==> config.mk <==
export PLATFORM = sky130hd
export DESIGN_NAME = down_counter_timer_flat
export DESIGN_NICKNAME = d
export VERILOG_FILES = /design/src/rtl/down_counter_timer_pkg.sv /design/src/rtl/down_counter_timer_if.sv /design/src/rtl/down_counter_timer_core.sv /design/src/rtl/down_counter_timer.sv /design/src/flat_wrapper.sv
export SDC_FILE = /design/constraint.sdc
export NUM_CORES = 1
export LEC_CHECK = 0
export ABC_AREA = 1
export BUFFER_PORTS_ARGS = -buffer_cell sky130_fd_sc_hd__buf_2
export CAP_MARGIN = 20
export CORE_MARGIN = 4
export CORE_UTILIZATION = 50
export CTS_CLUSTER_SIZE = 12
export DETAILED_ROUTE_END_ITERATION = 10
export GPL_ROUTABILITY_DRIVEN = 1
export PLACE_DENSITY = 0.8
export SLEW_MARGIN = 25
export SYNTH_ARGS = -nofsm -noshare
export SYNTH_HDL_FRONTEND = slang
export SYNTH_SLANG_ARGS = --single-unit
export TNS_END_PERCENT = 5
==> constraint.sdc <==
create_clock -name CLK -period 1.59 [get_ports CLK]
set_clock_uncertainty 0.05 [all_clocks]
set_input_delay 0.159 -clock CLK [delete_from_list [all_inputs] [get_ports CLK]]
set_output_delay 0.159 -clock CLK [all_outputs]
set_load 0.1 [all_outputs]
==> src/rtl/down_counter_timer_pkg.sv <==
// Shared state encoding and default width for the down counter / countdown timer.
package down_counter_pkg;
    localparam int DEFAULT_WIDTH = 4;

    typedef enum logic [1:0] {
        IDLE = 2'd0,
        RUN  = 2'd1,
        DONE = 2'd2
    } state_t;
endpackage

==> src/rtl/down_counter_timer_if.sv <==
// Control/status bundle of the down counter: Load/LoadVal/En/AutoReload in, Q/Zero/Borrow/Busy out.
interface down_counter_timer_if
    import down_counter_pkg::*;
#(
    parameter int WIDTH = DEFAULT_WIDTH
);
    logic             Load;
    logic [WIDTH-1:0] LoadVal;
    logic             En;
    logic             AutoReload;
    logic [WIDTH-1:0] Q;
    logic             Zero;
    logic             Borrow;
    logic             Busy;

    modport master (
        output Load, LoadVal, En, AutoReload,
        input  Q, Zero, Borrow, Busy
    );

    modport slave (
        input  Load, LoadVal, En, AutoReload,
        output Q, Zero, Borrow, Busy
    );
endinterface

==> src/rtl/down_counter_timer_core.sv <==
// WIDTH-bit count register: sync clear > load > decrement, with Q==1 / Q==0 compares.
// One cycle from any command to q_o; no backpressure.
module down_counter_core #(
    parameter int WIDTH = 4
) (
    input  logic             clk_i,
    input  logic             clr_i,
    input  logic             load_i,
    input  logic [WIDTH-1:0] load_val_i,
    input  logic             dec_i,
    output logic [WIDTH-1:0] q_o,
    output logic             is_one_o,
    output logic             is_zero_o
);
    logic [WIDTH-1:0] q_q;
    logic [WIDTH-1:0] q_d;

    always_comb begin
        q_d = q_q;
        if (clr_i) begin
            q_d = '0;
        end else if (load_i) begin
            q_d = load_val_i;
        end else if (dec_i) begin
            // Wraps naturally modulo 2^WIDTH, which the free-run mode relies on.
            q_d = q_q - WIDTH'(1);
        end
    end

    always_ff @(posedge clk_i) begin
        q_q <= q_d;
    end

    assign q_o       = q_q;
    assign is_one_o  = (q_q == WIDTH'(1));
    assign is_zero_o = (q_q == '0);
endmodule

==> src/rtl/down_counter_timer.sv <==
// Loadable down counter, one-shot or periodic, Borrow pulse at terminal count; DOWN_COUNTER_FREERUN_EN adds idle free-run.
// Load->Q 1 cycle, Borrow registered; no backpressure, En gates counting.
module down_counter_timer
    import down_counter_pkg::*;
#(
    parameter int WIDTH = DEFAULT_WIDTH
) (
    input  logic                 CLK,
    input  logic                 Reset,
    down_counter_timer_if.slave  bus
);
    state_t           state_q, state_d;
    logic [WIDTH-1:0] reload_q;
    logic             borrow_q, borrow_d;

    logic             run;
    logic             term;
    logic             core_clr;
    logic             core_load;
    logic             core_dec;
    logic [WIDTH-1:0] core_val;
    logic             is_one;
    logic             is_zero;

    assign run  = (state_q == RUN);
    // Terminal count only counts when Load does not pre-empt it.
    assign term = run && bus.En && is_one && !bus.Load;

    always_comb begin
        core_clr  = Reset || (term && !bus.AutoReload);
        core_load = bus.Load || (term && bus.AutoReload);
        core_val  = bus.Load ? bus.LoadVal : reload_q;
        core_dec  = run && bus.En && !is_one;
        borrow_d  = term;
`ifdef DOWN_COUNTER_FREERUN_EN
        if (!run && bus.En) begin
            core_dec = 1'b1;
            borrow_d = is_zero && !bus.Load;
        end
`endif
    end

    always_comb begin
        state_d = state_q;
        if (bus.Load) begin
            state_d = (bus.LoadVal != '0) ? RUN : IDLE;
        end else if (term && !bus.AutoReload) begin
            state_d = DONE;
        end
    end

    always_ff @(posedge CLK) begin
        if (Reset) begin
            state_q  <= IDLE;
            reload_q <= '0;
            borrow_q <= 1'b0;
        end else begin
            state_q  <= state_d;
            borrow_q <= borrow_d;
            if (bus.Load) begin
                reload_q <= bus.LoadVal;
            end
        end
    end

    down_counter_core #(.WIDTH(WIDTH)) u_core (
        .clk_i      (CLK),
        .clr_i      (core_clr),
        .load_i     (core_load),
        .load_val_i (core_val),
        .dec_i      (core_dec),
        .q_o        (bus.Q),
        .is_one_o   (is_one),
        .is_zero_o  (is_zero)
    );

    assign bus.Zero   = is_zero;
    assign bus.Borrow = borrow_q;
    assign bus.Busy   = run;
endmodule

==> src/flat_wrapper.sv <==
// flat-port wrapper written by rule: the top's interface ports become plain ports
module down_counter_timer_flat import down_counter_pkg::*;
#(
    parameter int WIDTH = DEFAULT_WIDTH
)
  (CLK, Reset, bus_Load, bus_LoadVal, bus_En, bus_AutoReload, bus_Q, bus_Zero, bus_Borrow, bus_Busy);
  down_counter_timer_if #(.WIDTH(WIDTH)) bus_i ();
  input  logic CLK;
  input  logic Reset;
  input wire logic [$bits(bus_i.Load)-1:0] bus_Load;
  input wire logic [$bits(bus_i.LoadVal)-1:0] bus_LoadVal;
  input wire logic [$bits(bus_i.En)-1:0] bus_En;
  input wire logic [$bits(bus_i.AutoReload)-1:0] bus_AutoReload;
  output wire logic [$bits(bus_i.Q)-1:0] bus_Q;
  output wire logic [$bits(bus_i.Zero)-1:0] bus_Zero;
  output wire logic [$bits(bus_i.Borrow)-1:0] bus_Borrow;
  output wire logic [$bits(bus_i.Busy)-1:0] bus_Busy;
  assign bus_i.Load = bus_Load;
  assign bus_i.LoadVal = bus_LoadVal;
  assign bus_i.En = bus_En;
  assign bus_i.AutoReload = bus_AutoReload;
  assign bus_Q = bus_i.Q;
  assign bus_Zero = bus_i.Zero;
  assign bus_Borrow = bus_i.Borrow;
  assign bus_Busy = bus_i.Busy;
  down_counter_timer #(.WIDTH(WIDTH)) u_core (.CLK(CLK), .Reset(Reset), .bus(bus_i));
endmodule
==> Yosys cells after proc, flatten, opt, wreduce, memory -nomap -nowiden <==
Cells that the tools add are included.
{ "totals": {"mem_bits_rw": 0, "word_cells": 28, "output_inout_bits": 7, "latch_bits": 0, "memories": 0, "romBits": 0, "in_bits": 9, "ff_bits": 11} }
{ "op_classes": {"mul": 0, "n_shift": 0, "bitwise_logic": 0, "addsub": 1, "reduce_logical": 15, "n_div": 0, "order_cmp": 0, "eq_ne": 2, "mux": 6} }
{ "op_table": {"columns": ["operator", "n"], "rows": [
  ["$mux 4", 3],
  ["$logic_and 1x1->1", 6],
  ["$eq 4x1->1 const B", 1],
  ["$logic_not 4->1", 1],
  ["$mux 2", 2],
  ["$reduce_bool 2->1", 2],
  ["$reduce_bool 4->1", 1],
  ["$sub 4x1->4 const B", 1],
  ["$logic_not 1->1", 3],
  ["$eq 2x1->1 const B", 1],
  ["$logic_or 1x1->1", 2],
  ["$mux 1", 1]
]} }

==> Logic depth before layout (Yosys ltp) <==
Gate-level depths: netlist of run 1.
{ "depth": {"depth_word": 7, "mapped_depth": 10, "depth_no_buf": 10} }

==> Hierarchy <==
From an unflattened synthesis of run 1, not the netlist that was laid out.
{ "unflattened": {"hier_cells": 88, "hier_area_um2": 579.3} }
{ "modules_own_cells": {"columns": ["mod", "cells_per_inst", "area_each_um2", "seq_area_each_um2", "instances"], "rows": [
  ["down_counter_timer", 45, 311.5, 140.1, 1],
  ["down_counter_core", 43, 267.8, 80.1, 1]
]} }

==> Worst setup path after synthesis of run 1 <==
OpenSTA, ideal clock, no wires.
{ "synth_timing": {"path_kind": "reg2out", "start": "reg u_core.u_core.q_q[0], in the netlist u_core.u_core.q_o[0]", "end": "out bus_Zero", "stages_incl_launch_ff": 5, "setup_slack_ns": -0.989, "n_path_buf": 0, "arrival_ns": 2.370, "required_ns": 1.381, "path_cell_list": "dfxtp_1 -> inv_1 -> ha_1 -> nand2_1 -> nor2_1"} }
{ "synth_between": {"elab_chain_len": 1} }
{ "synth_rtl": {"columns": ["element", "line", "rtl"], "rows": [
  ["from (decl)", "down_counter_timer_core.sv:15", "logic [WIDTH-1:0] q_q;"],
  ["from (signal assigned)", "down_counter_timer_core.sv:31", "q_q <= q_d;"],
  ["$logic_not 4->1", "down_counter_timer_core.sv:36", "assign is_zero_o = (q_q == '0);"],
  ["to (decl)", "flat_wrapper.sv:15", "output wire logic [$bits(bus_i.Zero)-1:0] bus_Zero;"]
]} }
Every way passes these cells.

==> Worst setup path in the final report of run 1 <==
Ends and elaborated chain as after synthesis.

==> flow_summary_export.csv, run 1 <==
group,metric,value,unit
run_status,status,"completed",
drt,dr.pass1.iters,4,
clock_tree,root_buffer,"clkbuf_4",
global_route,grt_max_degree,12,
sta,fmax,0.670,GHz
drt,drt-initial-drc-count,11,
drt,wl,1.22,mm
global_route,grt_pass1_vias,512,
synthesis,syn_area_per_cell,7.36,um^2
power_and_ir_drop,pwr-share-seq,40.7,%
floorplan,die_y,44.6,um
floorplan,rows,12,
sta,final-setup-viol-count,0,
sta,drv_slew,0,
finish,mostFrequentLayoutCells,"nand2_1 (20), buf_2 (14), inv_1 (10)",
clock_tree,clk_path_buf_depth,2,
critical_path,critical-path-slowest-cell,"dfxtp_4",
flow_run,drv_cap,0,
synthesis,synth.area.top_cells,"dfxtp_1 (33%), nand2_1 (11%), nand3_1 (6.0%)",
synthesis,synthSimpleGateAreaFrac,40.7,%
synthesis,netlist_area,669,um^2
finish,multi_input_area,378,um^2
power_and_ir_drop,clkPwrFrac,24.5,%
synthesis,yosys_warnings,0,
global_route,grt_usage,14.4,%
floorplan,ios,16,
floorplan,die_w,44.6,um
synthesis,synth_area_leader_cell,"dfxtp_1",
sta,tns,0,ps
finish,fillers,100,
drt,drtAntennaViolNets,0,
critical_path,cp-start-kind,"register",
synthesis,synth_xor_xnor_area_share,1.31,%
synthesis,synth_seq_area_share,32.9,%
finish,final_cells,122,
clock_tree,ctsHoldBuffers,0,
synthesis,synth_top_area_share,32.9,%
finish,area_growth,21.3,%
drt,drc,0,
synthesis,yosysUniqueCellTypes,24,
synthesis,synthMuxAreaShare,0,%
sta,grt_setup_unrepaired,"false",
critical_path,path_cells,"inv_1, ha_1, nand2_1, nor2_4, buf_12",
drt,route.vias.total,598,
sta,finalHoldViolCount,0,
placement,gp_congestion,0.781,
clock_tree,post_cts_resized,0,
clock_tree,htreeDepth,1,
min_path,hold_class,"in -> reg",
power_and_ir_drop,p_sw_share,38.5,%
sta,worstMarginPinSlew,486,ps
critical_path,end_kind,"output pin",
placement,dp_hpwl,1.02,mm
placement,dpl_worst_slack,246,ps
critical_path,max_stage_delay,360,ps
power_and_ir_drop,p_leak,0.441,nW
critical_path,cp_max_fo,4,
clock_tree,cts_buffers,3,
finish,seq_area,230,um^2
drt,wl_per_cell,10.0,um
synthesis,yosys.area_share.adder,3.74,%
sta,slew_headroom,67.8,%
clock_tree,post_cts_buffers,0,
sta,worst_slack,98.4,ps
synthesis,ys_seq_elements,11,
critical_path,cp.required,1380,ps
finish,n_antenna_cell,0,
power_and_ir_drop,internal_power,0.000466,W
floorplan,fp.dieArea,0.00199,mm^2
global_route,overflow,0,
clock_tree,clkSinkCount,11,
global_route,grt_pass1_wl,2.11,mm
floorplan,initial_core_util,56.4,%
synthesis,syn-instance-count,91,
power_and_ir_drop,switchingPower,0.000292,W
synthesis,synth_top_family_by_area,"simple AND/OR/NAND/NOR gates",
clock_tree,clk_pin_slew,70,ps
floorplan,coreArea,0.00119,mm^2
placement,io_buffers,15,
finish,final_core_util,68.5,%
critical_path,path_class,"reg -> out",
power_and_ir_drop,finalPower,0.000757,W
global_route,antenna_found_initial,0,
placement,place_inst,118,
critical_path,critPathArrivalTime,1280,ps
power_and_ir_drop,irDropWorstVdd,0.483,mV
clock_tree,clkLatencyLatePin,260,ps
synthesis,synth-compound-area-share,9.53,%
clock_tree,cts_tree,"done",
sta,min_period,1490,ps
finish,nets,120,
finish,drive_gt1_share,38.0,%
drt,viasPerCell,4.90,
sta,fin_crit_sh,93.8,%
power_and_ir_drop,power.density,932,mW/mm^2
synthesis,synth_nets,102,
power_and_ir_drop,power_frac_comb,34.7,%
finish,layout_commonest_cell,"nand2_1",
[metal layers]
layer | part of all wire, % | vias up | wire (um) | GRT usage, %
li1 | - | 323 | - | -
met5 | 0 | - | 0 | 0
met4 | 2.1 | 0 | 26 | 9.04
met1 | 43 | 255 | 527 | 16.2
met3 | 5.8 | 4 | 71 | 2.44
met2 | 49 | 16 | 598 | 24.6
[sequential cells by signal, summed over array words and instances, names as in the netlist]
register,count
u_core.state_q,2
u_core.u_core.q_o,4
u_core.bus.Borrow,1
u_core.reload_q,4
[final timing paths]
| check | startpoint | to | slack, ps | depth (start not counted) |
|---|---|---|---|---|
| worst max-delay path | u_core.u_core.q_o[0] | bus_Zero | 100 | 5 |
| worst min-delay path | Reset | u_core.state_q[1] | 110 | 2 |
| worst max register to register | u_core.u_core.q_o[1] | u_core.u_core.q_o[0] | 240 | 9 |
| worst min register to register | u_core.reload_q[3] | u_core.reload_q[3] | 420 | 2 |
[synth_stat cells]
cell / count
nor2_2: 1
nand3_1: 8
nand3_2: 1
buf_1: 1
nand2_1: 20
nand3b_1: 1
a21oi_1: 7
nor2_8: 1
inv_2: 4
nand2_2: 5
ha_1: 2
a21oi_2: 1
nand3b_2: 1
o21ai_0: 4
nand2_4: 2
inv_1: 10
bufinv_8: 1
nand3_4: 1
nor4_1: 1
buf_2: 1
nor2_1: 5
nand4_1: 1
dfxtp_1: 11
xor2_1: 1
[worst max-delay path, delay by kind of cell, from the launching register on]
family,cells,cell delay (ps)
fa+ha+maj,1,170
buf+inv,2,280
flops,1,360
simple gates,2,210
[cell families (layout without fill, tap and decap cells)]
group / after synthesis / in the layout
AND/OR/NAND/NOR: 48 / 48
buffers and inverters: 17 / 34
AO/OA/AOI/OAI: 12 / 12
flip-flops: 11 / 11
adder cells (fa/ha/maj): 2 / 2
XOR/XNOR: 1 / 1
[power groups by stage]
stage | Clock [W] | Combinational (W) | Sequential, W
floorplan | 0 | 0.000148 | 0.000374
global placement | 0 | 0.000262 | 0.000314
detailed placement | 0 | 0.000264 | 0.000315
CTS | 0.000195 | 0.000265 | 0.000309
global route | 0.000214 | 0.000283 | 0.000311
finish | 0.000186 | 0.000263 | 0.000308
[cell type report]
class | instances | share of cell area, %
multi-input combinational | 63 | 46.5
sequential | 11 | 28.4
timing repair buffer | 15 | 11.1
inverter | 15 | 8.63
clock buffer | 4 | 3.24
tap | 14 | 2.16
[per-stage QoR]
stage	instance area [um^2]	hold WS [ps]
after global placement	786	386
after detailed placement	786	391
final	812	109
after CTS	812	105
after global routing	812	92.3
after floorplan	687	272
Power figures use the tool's default switching activity.
==> inputs of run 2 (changes only) <==
- ABC_AREA: 1 -> default
- CORE_AREA: default -> 4 4 41 43
- CORE_MARGIN: 4 -> default
- CORE_UTILIZATION: 50 -> default
- DIE_AREA: default -> 0 0 45 47
- HOLD_SLACK_MARGIN: default -> 0.05
- PLACE_DENSITY: 0.8 -> 0.75
==> run 2 against run 1 <==
Effect of this change: count of clock-buffer cells in the layout unchanged; sequential cell count unchanged; register-to-register slack worse by 120 ps; sequential power up 2%; combinational power down 7%; critical endpoint is now bus_Busy; largest power group unchanged.
==> flow_summary_export.csv, run 2 <==
group,metric,value,unit
clock_tree,clkLatencyLatePin,260,ps
finish,drive_gt1_share,51.3,%
flow_run,drv_cap,0,
finish,final_core_util,61.2,%
power_and_ir_drop,power.density,927,mW/mm^2
sta,slew_headroom,67.8,%
power_and_ir_drop,irDropWorstVdd,0.592,mV
global_route,grt_usage,12.5,%
critical_path,path_class,"reg -> out",
sta,final-setup-viol-count,0,
finish,layout_commonest_cell,"buf_2",
clock_tree,clk_path_buf_depth,2,
synthesis,synth_area_leader_cell,"dfxtp_1",
global_route,grt_max_degree,14,
floorplan,die_w,45,um
finish,nets,90,
synthesis,synth_edf_count,0,
synthesis,synth.area.top_cells,"dfxtp_1 (37%), mux2i_1 (10%), o32ai_2 (5.4%)",
finish,area_growth,32.2,%
power_and_ir_drop,pwr-share-seq,42.5,%
drt,viasPerCell,5.31,
global_route,grt_pass1_wl,1.90,mm
run_status,status,"completed",
sta,hold_ws,116,ps
placement,dp_hpwl,925,um
synthesis,synth.most_common_cell,"dfxtp_1",
floorplan,die_y,47,um
clock_tree,htreeDepth,1,
drt,route.vias.total,494,
sta,fin_crit_sh,94.5,%
critical_path,cp.required,1380,ps
clock_tree,post_cts_buffers,0,
drt,dr.pass1.iters,2,
synthesis,syn-instance-count,61,
placement,dpl_worst_slack,30.8,ps
critical_path,cp_max_fo,3,
clock_tree,clk_pin_slew,70,ps
sta,finalHoldViolCount,0,
clock_tree,cts_tree,"done",
min_path,hold_class,"in -> reg",
finish,fillers,125,
sta,worstMarginPinSlew,486,ps
synthesis,syn_area_per_cell,9.87,um^2
floorplan,initial_core_util,46.2,%
global_route,overflow,0,
power_and_ir_drop,clkPwrFrac,24.5,%
critical_path,critPathArrivalTime,1290,ps
drt,drc,0,
placement,place_area,746,um^2
global_route,antenna_found_initial,0,
clock_tree,root_buffer,"clkbuf_4",
power_and_ir_drop,p_sw_share,36.4,%
power_and_ir_drop,power_frac_comb,33.1,%
sta,fmax,0.665,GHz
synthesis,synth_common_cells,"dfxtp_1 (11), nor2_1 (7), inv_1 (6), mux2i_1 (6), a21oi_1 (4)",
clock_tree,cts_buffers,3,
finish,final_area,796,um^2
drt,drt-initial-drc-count,6,
clock_tree,clkSinkCount,11,
sta,grt_setup_unrepaired,"false",
placement,gp_congestion,0.758,
synthesis,yosys_warnings,0,
power_and_ir_drop,p_leak,0.335,nW
finish,mostFrequentLayoutCells,"buf_2 (14), nor2_1 (7), dfxtp_1 (7)",
floorplan,fp.dieArea,0.00212,mm^2
sta,worst_slack,86.8,ps
power_and_ir_drop,switchingPower,0.000268,W
floorplan,rows,13,
synthesis,yosysUniqueCellTypes,27,
synthesis,synth-async-reset-ratio,0,%
global_route,grt_pass1_vias,453,
floorplan,coreArea,0.00130,mm^2
sta,drv_slew,0,
drt,wl_per_cell,12.7,um
synthesis,synth_top_area_share,36.6,%
synthesis,synth_nets,72,
power_and_ir_drop,internal_power,0.000469,W
synthesis,synth_seq_area_share,36.6,%
finish,n_antenna_cell,0,
sta,min_period,1500,ps
drt,drtAntennaViolNets,0,
critical_path,cp-start-kind,"register",
synthesis,synth-main-ff-cell,"dfxtp_1",
placement,io_buffers,15,
clock_tree,ctsHoldBuffers,0,
synthesis,ys_seq_elements,11,
power_and_ir_drop,finalPower,0.000738,W
floorplan,ios,16,
drt,wl,1.18,mm
critical_path,end_kind,"output pin",
synthesis,netlist_area,602,um^2
## run 2: path summary, 6_finish.rpt
| kind | from | end | slack (ps) | cells after the start |
|---|---|---|---|---|
| worst max register to register | u_core.u_core.q_o[1] | u_core.u_core.q_o[3] | 120 | 6 |
| worst max-delay path | u_core.state_q[0] | bus_Busy | 90 | 2 |
| worst min-delay path | bus_LoadVal[3] | u_core.u_core.q_o[3] | 120 | 3 |
| worst min register to register | u_core.reload_q[3] | u_core.reload_q[3] | 460 | 2 |
## run 2: metrics by stage
step | std cells | TNS (ps)
6_report | 93 | 0
5_1_grt | 93 | 0
4_1_cts | 93 | 0
3_5_place_dp | 89 | 0
3_3_place_gp | 89 | 0
2_1_floorplan | 61 | -389
## run 2: cell families after synthesis
family	after synthesis	synth area share [%]
buffers and inverters	8	5.20
AO/OA/AOI/OAI	15	22.2
adder cells (fa/ha/maj)	2	4.16
AND/OR/NAND/NOR	19	21.8
flip-flops	11	36.6
multiplexers	6	9.98
## run 2: layout make-up
type                    instances  area (um^2)  share of cell area (%)
clock buffers                   4         26.3                    3.30
inverters                       6         25.0                    3.14
multi-input cells              42          405                    50.9
flip-flops and latches         11          230                    28.9
well taps                      15         18.8                    2.36
repair buffers                 15         90.1                    11.3
## run 2: power groups by stage
stage	clock network [W]	registers [W]	logic, W
floorplan	0	0.000371	0.000130
global placement	0	0.000317	0.000239
detailed placement	0	0.000318	0.000240
CTS	0.000188	0.000312	0.000241
global route	0.000206	0.000316	0.000260
finish	0.000180	0.000313	0.000244
## run 2: critical path, stage by stage (launching register included)
cell	delay, ps
dfxtp_1	410
nor2b_4	190
buf_2	430
## run 2: per-layer routing
layer | GRT usage, % | share of wire [%] | wire, um
met2 | 20.6 | 49 | 573
met4 | 7.02 | 1.1 | 13
met1 | 15.4 | 45 | 528
met5 | 0 | 0 | 0
met3 | 2.30 | 5.4 | 64
## run 2: timing repair
action / CTS / global route
resized for setup: 1 / 3
hold endpoints to repair: 0 / 0
gates cloned: 0 / 0
pin swaps: 0 / 2
setup endpoints to repair: 1 / 4
==> inputs of run 3 (changes only) <==
- CORE_AREA: 4 4 41 43 -> default
- CORE_MARGIN: default -> 4
- CORE_UTILIZATION: default -> 40
- DIE_AREA: 0 0 45 47 -> default
- PLACE_DENSITY: 0.75 -> 0.68
==> run 3 against run 2 <==
Effect of this change: count of clock-buffer cells in the layout is the same; routed wire length grew 4.9%; sequential share of layout area shrank 0.67 points.
==> flow_summary_export.csv, run 3 (synthesis gave the netlist of run 2 again) <==
group,metric,value,unit
critical_path,reg2regPathDepth,6,
drt,viasPerCell,5.28,
finish,drive_gt1_share,54.4,%
power_and_ir_drop,irDropWorstVdd,0.521,mV
drt,dr.pass1.iters,4,
finish,fillers,123,
finish,final_area,815,um^2
clock_tree,clkLatencyLatePin,270,ps
floorplan,ios,16,
sta,grt_setup_unrepaired,"true",
global_route,antenna_found_initial,0,
global_route,gr-usage-met2,18.7,%
global_route,grt_max_degree,14,
clock_tree,cts_tree,"done",
finish,multi_input_area,417,um^2
min_path,hold_class,"in -> reg",
clock_tree,ctsHoldBuffers,0,
sta,drv_slew,0,
drt,route.vias.total,496,
placement,place_area,746,um^2
global_route,grt_pass1_vias,419,
run_status,status,"completed",
floorplan,initial_core_util,44.0,%
drt,drc,0,
critical_path,cp-start-kind,"register",
min_path,whs_path_depth,3,
critical_path,critPathArrivalTime,1630,ps
sta,worstMarginPinSlew,486,ps
sta,worst_slack,88.0,ps
placement,dpl_worst_slack,-33.5,ps
floorplan,rows,13,
sta,min_period,1500,ps
critical_path,path_class,"reg -> reg",
global_route,grt_pass1_wl,1.86,mm
critical_path,cp.required,1710,ps
global_route,grt_util_met3,3.45,%
finish,area_growth,35.3,%
finish,seq_area,230,um^2
drt,wl,1.24,mm
floorplan,die_y,46.8,um
power_and_ir_drop,p_leak,0.341,nW
clock_tree,clk_path_buf_depth,2,
drt,wl_per_cell,13.2,um
flow_run,drv_cap,0,
sta,fin_crit_sh,94.5,%
global_route,grt_usage,12.8,%
sta,fmax,0.666,GHz
placement,io_buffers,15,
finish,layout_commonest_cell,"buf_2",
global_route,top_usage_layer,"met2",
finish,final_core_util,59.6,%
placement,gp_congestion,0.696,
clock_tree,clk_pin_slew,70,ps
clock_tree,clkSinkCount,11,
critical_path,cp_max_fo,5,
global_route,overflow,0,
finish,mostFrequentLayoutCells,"buf_2 (14), nor2_1 (7), dfxtp_1 (7)",
drt,drtAntennaViolNets,0,
floorplan,fp.dieArea,0.00219,mm^2
finish,nets,91,
sta,slew_headroom,67.8,%
floorplan,coreArea,0.00137,mm^2
power_and_ir_drop,power.density,921,mW/mm^2
clock_tree,root_buffer,"clkbuf_4",
critical_path,end_kind,"register",
finish,n_antenna_cell,0,
clock_tree,htreeDepth,1,
sta,finalHoldViolCount,0,
sta,final-setup-viol-count,0,
clock_tree,cts_buffers,3,
drt,drt-initial-drc-count,17,
sta,tns,0,ps
placement,dp_hpwl,964,um
floorplan,die_w,46.8,um
global_route,grtUsageMet1,15.7,%
-- run 3: changes by cell type in the layout (fill, tap and decap cells not counted) --
| cell | change |
|---|---|
| a31oi_2 | +1 |
| o21ai_0 | -1 |
| o21ai_1 | +1 |
| buf_4 | +1 |
| a31oi_1 | -1 |
| nand3_2 | +1 |
| nand3_1 | -1 |
-- run 3: final timing paths --
path / startpoint / endpoint / slack (ps)
max: u_core.u_core.q_o[1] / u_core.u_core.q_o[2] / 90
min: bus_LoadVal[0] / u_core.reload_q[0] / 110
max reg2reg: u_core.u_core.q_o[1] / u_core.u_core.q_o[2] / 90
min reg2reg: u_core.reload_q[2] / u_core.reload_q[2] / 460
-- run 3: metal layers --
layer | up-vias | share of wire, %
met3 | 4 | 6.9
met4 | 0 | 2.1
li1 | 260 | -
met2 | 15 | 44
met5 | - | 0
met1 | 217 | 47
-- run 3: area by class of cell --
| cell class | instances | area share, % |
|---|---|---|
| clock buffers | 4 | 3.23 |
| multi-input cells | 42 | 51.2 |
| well taps | 15 | 2.30 |
| inverters | 6 | 3.07 |
| flip-flops and latches | 11 | 28.3 |
| repair buffers | 16 | 12.0 |
-- run 3: what timing repair did --
| action | 4_1_cts | 5_1_grt |
|---|---|---|
| endpoints found under the setup margin | 1 | 5 |
| gates resized for setup | 2 | 5 |
| pin swaps | 1 | 4 |
| setup buffers | 0 | 1 |
-- run 3: power breakdown --
part,internal [W],total (W),leakage (nW),switching [W]
Sequential,0.000292,0.000313,0.0925,0.0000209
Clock,0.0000971,0.000185,0.0150,0.0000880
Combinational,0.0000848,0.000253,0.234,0.000168
-- run 3: worst max-delay path: stages (launching register included) --
cell and delay (ps):
dfxtp_4 360, inv_4 70, ha_4 140, nor3b_4 280, and2b_4 220, a21oi_2 80
o32ai_2 210
-- run 3: metrics by stage --
stage               cells  power (W)  hold slack, ps
global placement       89   0.000558             384
detailed placement     89   0.000561             391
finish                 94   0.000750             114
floorplan              61   0.000501             248
global route           94   0.000787             119
CTS                    93   0.000750             110
